$ cat src/rtl/if_stage_if.sv
// Signal bundle between the fetch stage and its neighbours (hazard unit, ID, instruction memory).
// slave = the fetch stage itself; master = everything driving it.
interface if_stage_if;
   logic [1:0]  stall;
   logic        flush;
   logic [31:0] redirect_pc;
   logic [31:0] imem_addr;
   logic [31:0] imem_rdata;
   logic        upd_valid;
   logic [31:0] upd_pc;
   logic        upd_taken;
   logic [31:0] IFID_pc;
   logic [31:0] IFID_instr;
   logic        IFID_valid;
   logic        IFID_PredictBranchTaken;
   logic        bubble;
   logic [1:0]  dbg_cnt;

   // Handshake: no valid/ready. stall/flush are sampled every rising edge; redirect_pc is
   // meaningful only while flush=1; upd_* are meaningful only while upd_valid=1.
   modport slave (
      input  stall, flush, redirect_pc, imem_rdata, upd_valid, upd_pc, upd_taken,
      output imem_addr, IFID_pc, IFID_instr, IFID_valid, IFID_PredictBranchTaken, bubble, dbg_cnt
   );

   modport master (
      output stall, flush, redirect_pc, imem_rdata, upd_valid, upd_pc, upd_taken,
      input  imem_addr, IFID_pc, IFID_instr, IFID_valid, IFID_PredictBranchTaken, bubble, dbg_cnt
   );
endinterface

$ cat src/rtl/if_stage.sv
// RV32I instruction-fetch stage: PC register, IF/ID register and stall hold counter.
// Optional BHT branch predictor enabled by defining BHT_PREDICT_EN.
module if_stage #(
   parameter logic [31:0] RESET_PC     = 32'h0000_0000,
   parameter int          BHT_IDX_BITS = 6
) (
   input  logic        clk,
   input  logic        rst,
   if_stage_if.slave   bus
);

   localparam logic [31:0] NOP = 32'h0000_0013;

   logic [31:0] r_pc;
   logic [31:0] r_ifid_pc;
   logic [31:0] r_ifid_instr;
   logic        r_ifid_valid;
   logic        r_ifid_pred;
   logic [1:0]  r_cnt;

   logic [1:0]  w_cnt_next;
   logic [1:0]  w_cnt_dec;
   logic [1:0]  w_stall_m1;
   logic        w_hold;
   logic        w_bubble;
   logic        w_pred;
   logic [31:0] w_bimm;
   logic [31:0] w_next_pc;
   logic [BHT_IDX_BITS-1:0] w_look_idx;

   assign w_look_idx = r_pc[BHT_IDX_BITS+1:2];
   assign w_bimm = {{19{bus.imem_rdata[31]}}, bus.imem_rdata[31], bus.imem_rdata[7],
                    bus.imem_rdata[30:25], bus.imem_rdata[11:8], 1'b0};

`ifdef BHT_PREDICT_EN
   localparam int BHT_N = 1 << BHT_IDX_BITS;

   logic [1:0]              r_bht [BHT_N];
   logic [BHT_IDX_BITS-1:0] w_upd_idx;

   assign w_upd_idx = bus.upd_pc[BHT_IDX_BITS+1:2];
   // Lookup reads the registered table, so a same-cycle update is not visible yet.
   assign w_pred = (bus.imem_rdata[6:0] == 7'b1100011) && r_bht[w_look_idx][1];

   always_ff @(posedge clk) begin
      if (rst) begin
         for (int i = 0; i < BHT_N; i++) r_bht[i] <= 2'b01;
      end else if (bus.upd_valid) begin
         if (bus.upd_taken && (r_bht[w_upd_idx] != 2'b11))
            r_bht[w_upd_idx] <= r_bht[w_upd_idx] + 2'b01;
         else if (!bus.upd_taken && (r_bht[w_upd_idx] != 2'b00))
            r_bht[w_upd_idx] <= r_bht[w_upd_idx] - 2'b01;
      end
   end
`else
   logic w_unused_upd;

   assign w_pred       = 1'b0;
   assign w_unused_upd = ^{bus.upd_valid, bus.upd_pc, bus.upd_taken, w_look_idx};
`endif

   assign w_next_pc = w_pred ? (r_pc + w_bimm) : (r_pc + 32'd4);

   // Hold counter: state register.
   always_ff @(posedge clk) begin
      if (rst) r_cnt <= 2'd0;
      else     r_cnt <= w_cnt_next;
   end

   // Hold counter: next state. A new request may extend a running hold, never shorten it.
   always_comb begin
      w_cnt_dec  = (r_cnt == 2'd0) ? 2'd0 : (r_cnt - 2'd1);
      w_stall_m1 = bus.stall - 2'd1;
      w_cnt_next = w_cnt_dec;
      if (bus.flush)
         w_cnt_next = 2'd0;
      else if (bus.stall != 2'd0)
         w_cnt_next = (w_stall_m1 > w_cnt_dec) ? w_stall_m1 : w_cnt_dec;
   end

   // Hold counter: outputs.
   always_comb begin
      w_hold   = (bus.stall != 2'd0) || (r_cnt != 2'd0);
      w_bubble = w_hold && !bus.flush;
   end

   // PC and IF/ID register; priority rst > flush > hold > advance.
   always_ff @(posedge clk) begin
      if (rst) begin
         r_pc         <= RESET_PC;
         r_ifid_pc    <= 32'd0;
         r_ifid_instr <= NOP;
         r_ifid_valid <= 1'b0;
         r_ifid_pred  <= 1'b0;
      end else if (bus.flush) begin
         r_pc         <= bus.redirect_pc;
         r_ifid_instr <= NOP;
         r_ifid_valid <= 1'b0;
         r_ifid_pred  <= 1'b0;
      end else if (!w_hold) begin
         r_pc         <= w_next_pc;
         r_ifid_pc    <= r_pc;
         r_ifid_instr <= bus.imem_rdata;
         r_ifid_valid <= 1'b1;
         r_ifid_pred  <= w_pred;
      end
   end

   assign bus.imem_addr               = r_pc;
   assign bus.IFID_pc                 = r_ifid_pc;
   assign bus.IFID_instr              = r_ifid_instr;
   assign bus.IFID_valid              = r_ifid_valid;
   assign bus.IFID_PredictBranchTaken = r_ifid_pred;
   assign bus.bubble                  = w_bubble;
   assign bus.dbg_cnt                 = r_cnt;

endmodule

$ cat src/flat_wrapper.sv
// flat-port wrapper written by rule: the top's interface ports become plain ports
module if_stage_flat 
#(
   parameter logic [31:0] RESET_PC     = 32'h0000_0000,
   parameter int          BHT_IDX_BITS = 6
)
  (clk, rst, bus_stall, bus_flush, bus_redirect_pc, bus_imem_rdata, bus_upd_valid, bus_upd_pc, bus_upd_taken, bus_imem_addr, bus_IFID_pc, bus_IFID_instr, bus_IFID_valid, bus_IFID_PredictBranchTaken, bus_bubble, bus_dbg_cnt);
  if_stage_if bus_i ();
  input  logic clk;
  input  logic rst;
  input wire logic [$bits(bus_i.stall)-1:0] bus_stall;
  input wire logic [$bits(bus_i.flush)-1:0] bus_flush;
  input wire logic [$bits(bus_i.redirect_pc)-1:0] bus_redirect_pc;
  input wire logic [$bits(bus_i.imem_rdata)-1:0] bus_imem_rdata;
  input wire logic [$bits(bus_i.upd_valid)-1:0] bus_upd_valid;
  input wire logic [$bits(bus_i.upd_pc)-1:0] bus_upd_pc;
  input wire logic [$bits(bus_i.upd_taken)-1:0] bus_upd_taken;
  output wire logic [$bits(bus_i.imem_addr)-1:0] bus_imem_addr;
  output wire logic [$bits(bus_i.IFID_pc)-1:0] bus_IFID_pc;
  output wire logic [$bits(bus_i.IFID_instr)-1:0] bus_IFID_instr;
  output wire logic [$bits(bus_i.IFID_valid)-1:0] bus_IFID_valid;
  output wire logic [$bits(bus_i.IFID_PredictBranchTaken)-1:0] bus_IFID_PredictBranchTaken;
  output wire logic [$bits(bus_i.bubble)-1:0] bus_bubble;
  output wire logic [$bits(bus_i.dbg_cnt)-1:0] bus_dbg_cnt;
  assign bus_i.stall = bus_stall;
  assign bus_i.flush = bus_flush;
  assign bus_i.redirect_pc = bus_redirect_pc;
  assign bus_i.imem_rdata = bus_imem_rdata;
  assign bus_i.upd_valid = bus_upd_valid;
  assign bus_i.upd_pc = bus_upd_pc;
  assign bus_i.upd_taken = bus_upd_taken;
  assign bus_imem_addr = bus_i.imem_addr;
  assign bus_IFID_pc = bus_i.IFID_pc;
  assign bus_IFID_instr = bus_i.IFID_instr;
  assign bus_IFID_valid = bus_i.IFID_valid;
  assign bus_IFID_PredictBranchTaken = bus_i.IFID_PredictBranchTaken;
  assign bus_bubble = bus_i.bubble;
  assign bus_dbg_cnt = bus_i.dbg_cnt;
  if_stage #(.RESET_PC(RESET_PC), .BHT_IDX_BITS(BHT_IDX_BITS)) u_core (.clk(clk), .rst(rst), .bus(bus_i));
endmodule
$ cat config.mk
export PLATFORM = sky130hd
export DESIGN_NAME = if_stage_flat
export DESIGN_NICKNAME = d
export VERILOG_FILES = /design/src/rtl/if_stage_if.sv /design/src/rtl/if_stage.sv /design/src/flat_wrapper.sv
export SDC_FILE = /design/constraint.sdc
export NUM_CORES = 1
export LEC_CHECK = 0
export BUFFER_PORTS_ARGS = -buffer_cell sky130_fd_sc_hd__buf_4
export CAP_MARGIN = 5
export CORE_MARGIN = 2
export CORE_UTILIZATION = 35
export DETAILED_ROUTE_END_ITERATION = 6
export PLACE_DENSITY_LB_ADDON = 0.3
export SLEW_MARGIN = 15
export SYNTH_ARGS = -nofsm -noshare
export SYNTH_HDL_FRONTEND = slang
export SYNTH_SLANG_ARGS = --single-unit
$ cat constraint.sdc
create_clock -name clk -period 2.8 [get_ports clk]
set_input_delay 0.14 -clock clk [delete_from_list [all_inputs] [get_ports clk]]
set_output_delay 0.14 -clock clk [all_outputs]
set_load 0.01 [all_outputs]
==> run_results.csv, run 1 <==
group,metric,value,unit
grt,top_usage_layer,"met2",
timing,setup_ws,458.7,ps
grt,grt_pass1_wl,20.15,mm
synth,synth-main-ff-cell,"dfxtp_1",
power,max-vdd-ir-drop,363.3,uV
critical_path,rr_worst_depth,4,
drt,viasPerCell,5.173,
synth,synth-adder-area-share,1.456,%
critical_path,cp-end-kind,"flop",
grt,grt_start_max_net_pins,69,
timing,period_minus_slack,2341,ps
grt,use_met2,31.99,%
synth,synthDistinctLibCells,50,
cts,cts_tree,"yes",
synth,synth-compound-area-share,16.89,%
drt,drtPass1Iterations,4,
cts,root_buffer,"clkbuf_16",
synth,syn_area_per_cell,7.829,sq um
timing,finalCritPeriodShare,83.62,%
synth,synth.area.mux_share,0.6987,%
grt,grt_overflow,0,
cts,clock_latency,350,ps
critical_path,slowest_delay,740,ps
placement,dp_hpwl,9.213,mm
cts,cts.path.max_buffers,2,
min_path,holdPathStages,3,
cts,cts_buffers,9,
cts,cts.sinks,99,
min_path,min_path_type,"in -> reg",
synth,synth_xor_area_share,1.630,%
drt,wl_per_cell,14.98,um
synth,synth_top_area_share,46.11,%
critical_path,crit_type,"reg -> reg",
grt,grt_pass1_vias,4254,
placement,routabilityCongestion,0.8157,
synth,synth_area_leaders,"dfxtp_1 (46%), nand2_1 (13%), a21oi_1 (7.5%), nor2_1 (3.1%), clkbuf_1 (2.7%)",
synth,synthesis.nets,657,
cts,cts-htree-levels,3,
synth,synth_area_leader_cell,"dfxtp_1",
timing,hold_viol,0,
critical_path,setup.worst_path.start_class,"flop",
floorplanning,die_area,0.01318,sq mm
drt,vias,4418,
floorplanning,initial_core_util,35.78,%
floorplanning,dieHeight,114.8,um
timing,fin_skew,7.445,ps
cells_and_area,diodes,0,
power,power.total,0.003159,W
critical_path,cp_slowest_cell,"or4_1",
power,powerDensity,526.1,mW/mm^2
drt,wl,12.79,mm
cts,cts.clk_slew.worst_paths,70,ps
timing,setup_viol,0,
cells_and_area,final_cells,854,
floorplanning,num_rows,40,
grt,gr-usage-met3,5.693,%
synth,synth_top_family_by_area,"simple AND/OR/NAND/NOR gates",
drt,detail-route-antenna-nets,0,
timing,clock.fmax,427.1,MHz
critical_path,critPathRequiredTime,3010,ps
job,cap_violations,0,
grt,grt_use_met1,23.36,%
timing,slew_violations,0,
synth,synth_edf_count,0,
placement,dp_slack,373.4,ps
cells_and_area,final_core_util,49.99,%
cts,post_cts_buffers,0,
cells_and_area,fin_nets,811,
cts,cts_resized,0,
drt,drc,0,
status,status,"finished, final reports clean",
critical_path,cp_cell_sequence,"nand4_4, or4_1, or3_1, a2111oi_1",
synth,synth_seq_cells,99,
timing,slew_headroom,43.38,%
synth,synth_simple_gate_area_share,28.27,%
synth,synth_warnings,0,
floorplanning,die_x,114.8,um
synth,synthArstFlopShare,0,%
floorplanning,pin_count,204,
critical_path,critPathMaxFanout,9,
cells_and_area,drive_gt1_share,28.57,%
drt,drtIter0Drc,211,
synth,syn_area,0.004298,sq mm
power,power.leakage,2.447,nW
critical_path,crit_arrival,2560,ps
grt,grt_antenna_before_repair,0,
cells_and_area,area_delta_synth_final,39.71,%
placement,io_buffers,168,
placement,dp.cells,836,
timing,rsz0062_at_grt,"false",
floorplanning,core_area,0.01201,sq mm
timing,fin_tns_setup,0,ps
synth,yosysSeqAreaShare,46.11,%
synth,synthCells,549,
grt,grt.total_usage,19.18,%
timing,worst_pin_slew,841.5,ps
worst paths after layout:
kind / from / end / slack [ps]
max reg2reg: u_core.bus.imem_addr[7] / u_core.bus.imem_addr[23] / 460
min: bus_redirect_pc[28] / u_core.bus.imem_addr[28] / 20
min reg2reg: u_core.bus.IFID_instr[16] / u_core.bus.IFID_instr[16] / 450
max: u_core.bus.imem_addr[7] / u_core.bus.imem_addr[23] / 460
cell usage after synthesis, types with 4 or more instances:
cell type / n
nor4_1: 8
o21ai_0: 6
a2111oi_0: 5
nand3_1: 17
buf_1: 6
inv_1: 14
a311oi_1: 8
a21oi_1: 64
or4_1: 4
and4_1: 6
clkbuf_1: 31
ha_1: 5
xor2_1: 4
nor3_1: 9
nand4_1: 10
a211oi_1: 11
nor2_1: 35
dfxtp_1: 99
xnor2_1: 4
and3_1: 5
nand2_1: 151
metal layers:
metal | share of wire, % | vias up
li1 | - | 2217
met3 | 8.9 | 12
met1 | 42 | 2034
met5 | 0 | -
met2 | 48 | 155
met4 | 1.4 | 0
metrics by stage:
step | area, sq um | hold slack [ps]
after global routing | 6005 | 29.11
after CTS | 6005 | 5.013
after floorplan | 4298 | 263.8
final | 6005 | 21.18
after global placement | 5690 | 351.9
after detailed placement | 5690 | 359.9
cell families after synthesis:
group                    after synthesis
other                                  1
AND/OR/NAND/NOR                      264
multiplexers                           3
flip-flops                            99
AO/OA/AOI/OAI                        115
adder cells (fa/ha/maj)                5
XOR/XNOR                               8
buffers and inverters                 54
cell type report:
type	instances	area (sq um)
Inverter	14	52.55
Fill cell	1166	6007
Multi-Input combinational cell	396	2121
Sequential cell	99	1982
Clock inverter	4	51.30
Timing Repair Buffer	183	1381
Clock buffer	11	232.7
Tap cell	147	183.9
sequential cells by signal (all words and copies together) (netlist names):
name	flops
u_core.bus.IFID_pc	32
u_core.bus.IFID_instr	32
u_core.bus.IFID_valid	1
u_core.bus.dbg_cnt	2
u_core.bus.imem_addr	32
power breakdown:
group | switching (W) | leakage, nW | internal, W
Sequential | 0.0000727 | 0.808 | 0.00146
Clock | 0.000532 | 0.136 | 0.000690
Combinational | 0.000200 | 1.50 | 0.000202
Total | 0.000805 | 2.45 | 0.00235
critical path, delay by kind of cell (launching register included):
kind / cells / cell delay [ps]
and+or+nand+nor: 3 / 1330
DFF: 1 / 490
AOI/OAI and AO/OA: 1 / 380
placed cells by master (no fill, tap or decap), types with 2 or more instances in the layout:
master         count
buf_4            180
nand2_1          151
dfxtp_1           99
a21oi_1           64
nor2_1            34
nand3_1           17
inv_1             14
a211oi_1          11
nand4_1           10
nor3_1             9
clkbuf_16          9
a311oi_1           8
nor4_1             7
and4_1             6
o21ai_0            6
and3_1             5
a2111oi_0          5
ha_1               5
or4_1              4
xnor2_1            4
xor2_1             4
mux2i_1            3
o31ai_1            3
or3_1              3
a221oi_1           3
o31a_1             3
dlygate4sd3_1      3
nor2b_1            2
o311ai_0           2
a32oi_1            2
a311o_1            2
o211ai_1           2
nor3b_1            2
clkbuf_1           2
timing repair:
action | in CTS | in global routing
hold buffers | 3 | 0
endpoints found under the setup margin | 0 | 0
hold endpoints to repair | 3 | 0
No activity file was read; power rests on OpenSTA's default activity.
==> inputs of run 2 (changes only) <==
- ABC_AREA: default -> 1
- clock period: 2.8 -> 2.3 ns (I/O delays scaled with it)
==> run 2 against run 1 <==
  * Sequential power up 21%
  * Via count rose by 7.1%
  * Flip-flop and latch count unchanged
  * Cell count grew 18%
  * Wire length grew 11%
  * Critical path type is now in -> out
  * Largest cell class unchanged
  * Highest routed layer unchanged
==> run_results.csv, run 2 <==
group,metric,value,unit
status,status,"finished, final reports clean",
grt,grt_start_max_net_pins,50,
synth,synthArstFlopShare,0,%
power,power.leakage,2.941,nW
synth,synth-main-ff-cell,"dfxtp_1",
critical_path,crit_type,"in -> out",
cts,cts_resized,0,
drt,viasPerCell,4.692,
placement,dp_hpwl,9.969,mm
drt,vias,4730,
floorplanning,num_rows,41,
min_path,min_path_type,"in -> reg",
synth,syn_area,0.004596,sq mm
synth,synthDistinctLibCells,33,
cts,root_buffer,"clkbuf_16",
cells_and_area,mostFrequentLayoutCells,"buf_4 (179), nand2_1 (159), nor2_1 (121)",
power,max-vdd-ir-drop,403.7,uV
critical_path,setup.worst_path.start_class,"input port",
placement,placed_area,0.006008,sq mm
grt,grt_overflow,0,
synth,synth_common_cells,"nand2_1 (159), nor2_1 (122), dfxtp_1 (99), o21ai_0 (58), inv_1 (55)",
drt,wl_per_cell,14.03,um
cells_and_area,area_delta_synth_final,38.69,%
cells_and_area,final_cells,1008,
cells_and_area,diodes,0,
timing,rsz0062_at_grt,"false",
timing,fin_skew,7.807,ps
grt,grt_pass1_vias,4403,
drt,drtIter0Drc,318,
timing,finalCritPeriodShare,89.94,%
cts,cts_tree,"yes",
drt,detail-route-antenna-nets,0,
cells_and_area,fin_nets,939,
drt,drtPass1Iterations,4,
critical_path,critPathRequiredTime,2180,ps
synth,synth_edf_count,0,
critical_path,critPathMaxFanout,15,
cts,cts.sinks,99,
power,power.total,0.003980,W
floorplanning,initial_core_util,36.12,%
timing,slew_headroom,57.52,%
timing,clock.fmax,483.4,MHz
grt,grt_pass1_wl,22.64,mm
timing,setup_viol,0,
critical_path,cp-end-kind,"output port",
synth,synth_seq_cells,99,
floorplanning,dieHeight,118.6,um
timing,period_minus_slack,2069,ps
cts,clock_latency,360,ps
timing,slew_violations,0,
timing,worst_pin_slew,636.5,ps
synth,syn_area_per_cell,6.890,sq um
grt,grt_antenna_before_repair,0,
cts,cts.clk_slew.worst_paths,60,ps
synth,yosysSeqAreaShare,43.13,%
synth,synth_warnings,0,
synth,synth_top_area_share,43.13,%
synth,synthCells,667,
placement,io_buffers,168,
cts,cts-htree-levels,3,
synth,synth_most_common_cell,"nand2_1",
synth,synth_area_leader_cell,"dfxtp_1",
synth,synth_area_leaders,"dfxtp_1 (43%), nand2_1 (13%), nor2_1 (10%), o21ai_0 (6.3%), inv_1 (4.5%)",
cells_and_area,layout_commonest_cell,"buf_4",
floorplanning,die_area,0.01406,sq mm
cells_and_area,finish.instance_area,0.006374,sq mm
placement,dp.cells,986,
grt,grt.total_usage,20.13,%
floorplanning,core_area,0.01272,sq mm
floorplanning,pin_count,204,
synth,synthesis.nets,775,
placement,routabilityCongestion,0.8587,
cells_and_area,drive_gt1_share,26.32,%
power,powerDensity,624.4,mW/mm^2
cts,cts.path.max_buffers,2,
timing,hold_viol,0,
cts,cts_buffers,9,
critical_path,crit_arrival,1950,ps
job,cap_violations,0,
drt,wl,14.15,mm
drt,drc,0,
floorplanning,die_x,118.6,um
timing,fin_tns_setup,0,ps
[run 2: power by group]
part           internal [W]  total, W  switching (W)  leakage, nW
clock              0.000877   0.00155       0.000672        0.142
combinational      0.000267  0.000569       0.000302         1.99
sequential          0.00179   0.00186      0.0000722        0.808
total               0.00293   0.00398        0.00105         2.94
[run 2: worst max-delay path: stages]
cell and delay [ps]:
dlygate4sd3_1 530, buf_4 110, inv_1 40, ha_1 250
nand2_1 110, nand2_1 80, inv_1 480, buf_4 230
[run 2: metrics by stage]
step           util, %  setup WS [ps]  hold slack, ps
6_report         50.10          231.4           10.61
5_1_grt          50.10          147.0           8.236
4_1_cts          50.10          220.4          0.5859
3_5_place_dp     47.23          528.5           320.7
3_3_place_gp     47.23          546.3           319.7
2_1_floorplan        -          721.4           208.5
[run 2: what timing repair did]
item / in CTS / in global routing
endpoints found under the hold margin: 6 / 0
buffers inserted: 0 / 0
setup endpoints to repair: 0 / 0
hold buffers: 6 / 0
[run 2: kinds of logic (layout without fill, tap and decap cells)]
kind of cell,Yosys count,count (layout),synth area share [%]
other,1,1,0.08160
DFF,99,99,43.13
and+or+nand+nor,356,356,33.87
AOI/OAI and AO/OA,110,110,12.50
buffers and inverters,91,260,8.113
xor gates and xnor gates,5,5,0.9529
adders and majority gates,5,5,1.361
[run 2: path summary, 6_finish.rpt]
| kind | startpoint | endpoint | slack [ps] | cells after the start |
|---|---|---|---|---|
| setup / recovery | bus_stall[0] | bus_bubble | 230 | 8 |
| hold / removal | bus_imem_rdata[31] | u_core.bus.IFID_instr[31] | 10 | 3 |
| setup reg to reg | u_core.bus.imem_addr[3] | u_core.bus.imem_addr[26] | 610 | 10 |
| hold reg to reg | u_core.bus.IFID_instr[21] | u_core.bus.IFID_instr[21] | 460 | 2 |
[run 2: cell type report]
type,count,area (sq um)
clock buffer,11,242.7
clock inverter,5,62.56
fill,1362,6349
inverter,59,224.0
multi-input combinational,477,2243
sequential,99,1982
tap,172,215.2
timing repair buffer,185,1404
[run 2: layer usage]
layer  global-route usage, %  vias up  wire length (um)
li1                        -     2459                 -
met1                   26.07     2115              6416
met2                   32.58      142              6528
met3                   4.971       14               974
met4                   6.920        0               225
met5                       0        -                 0
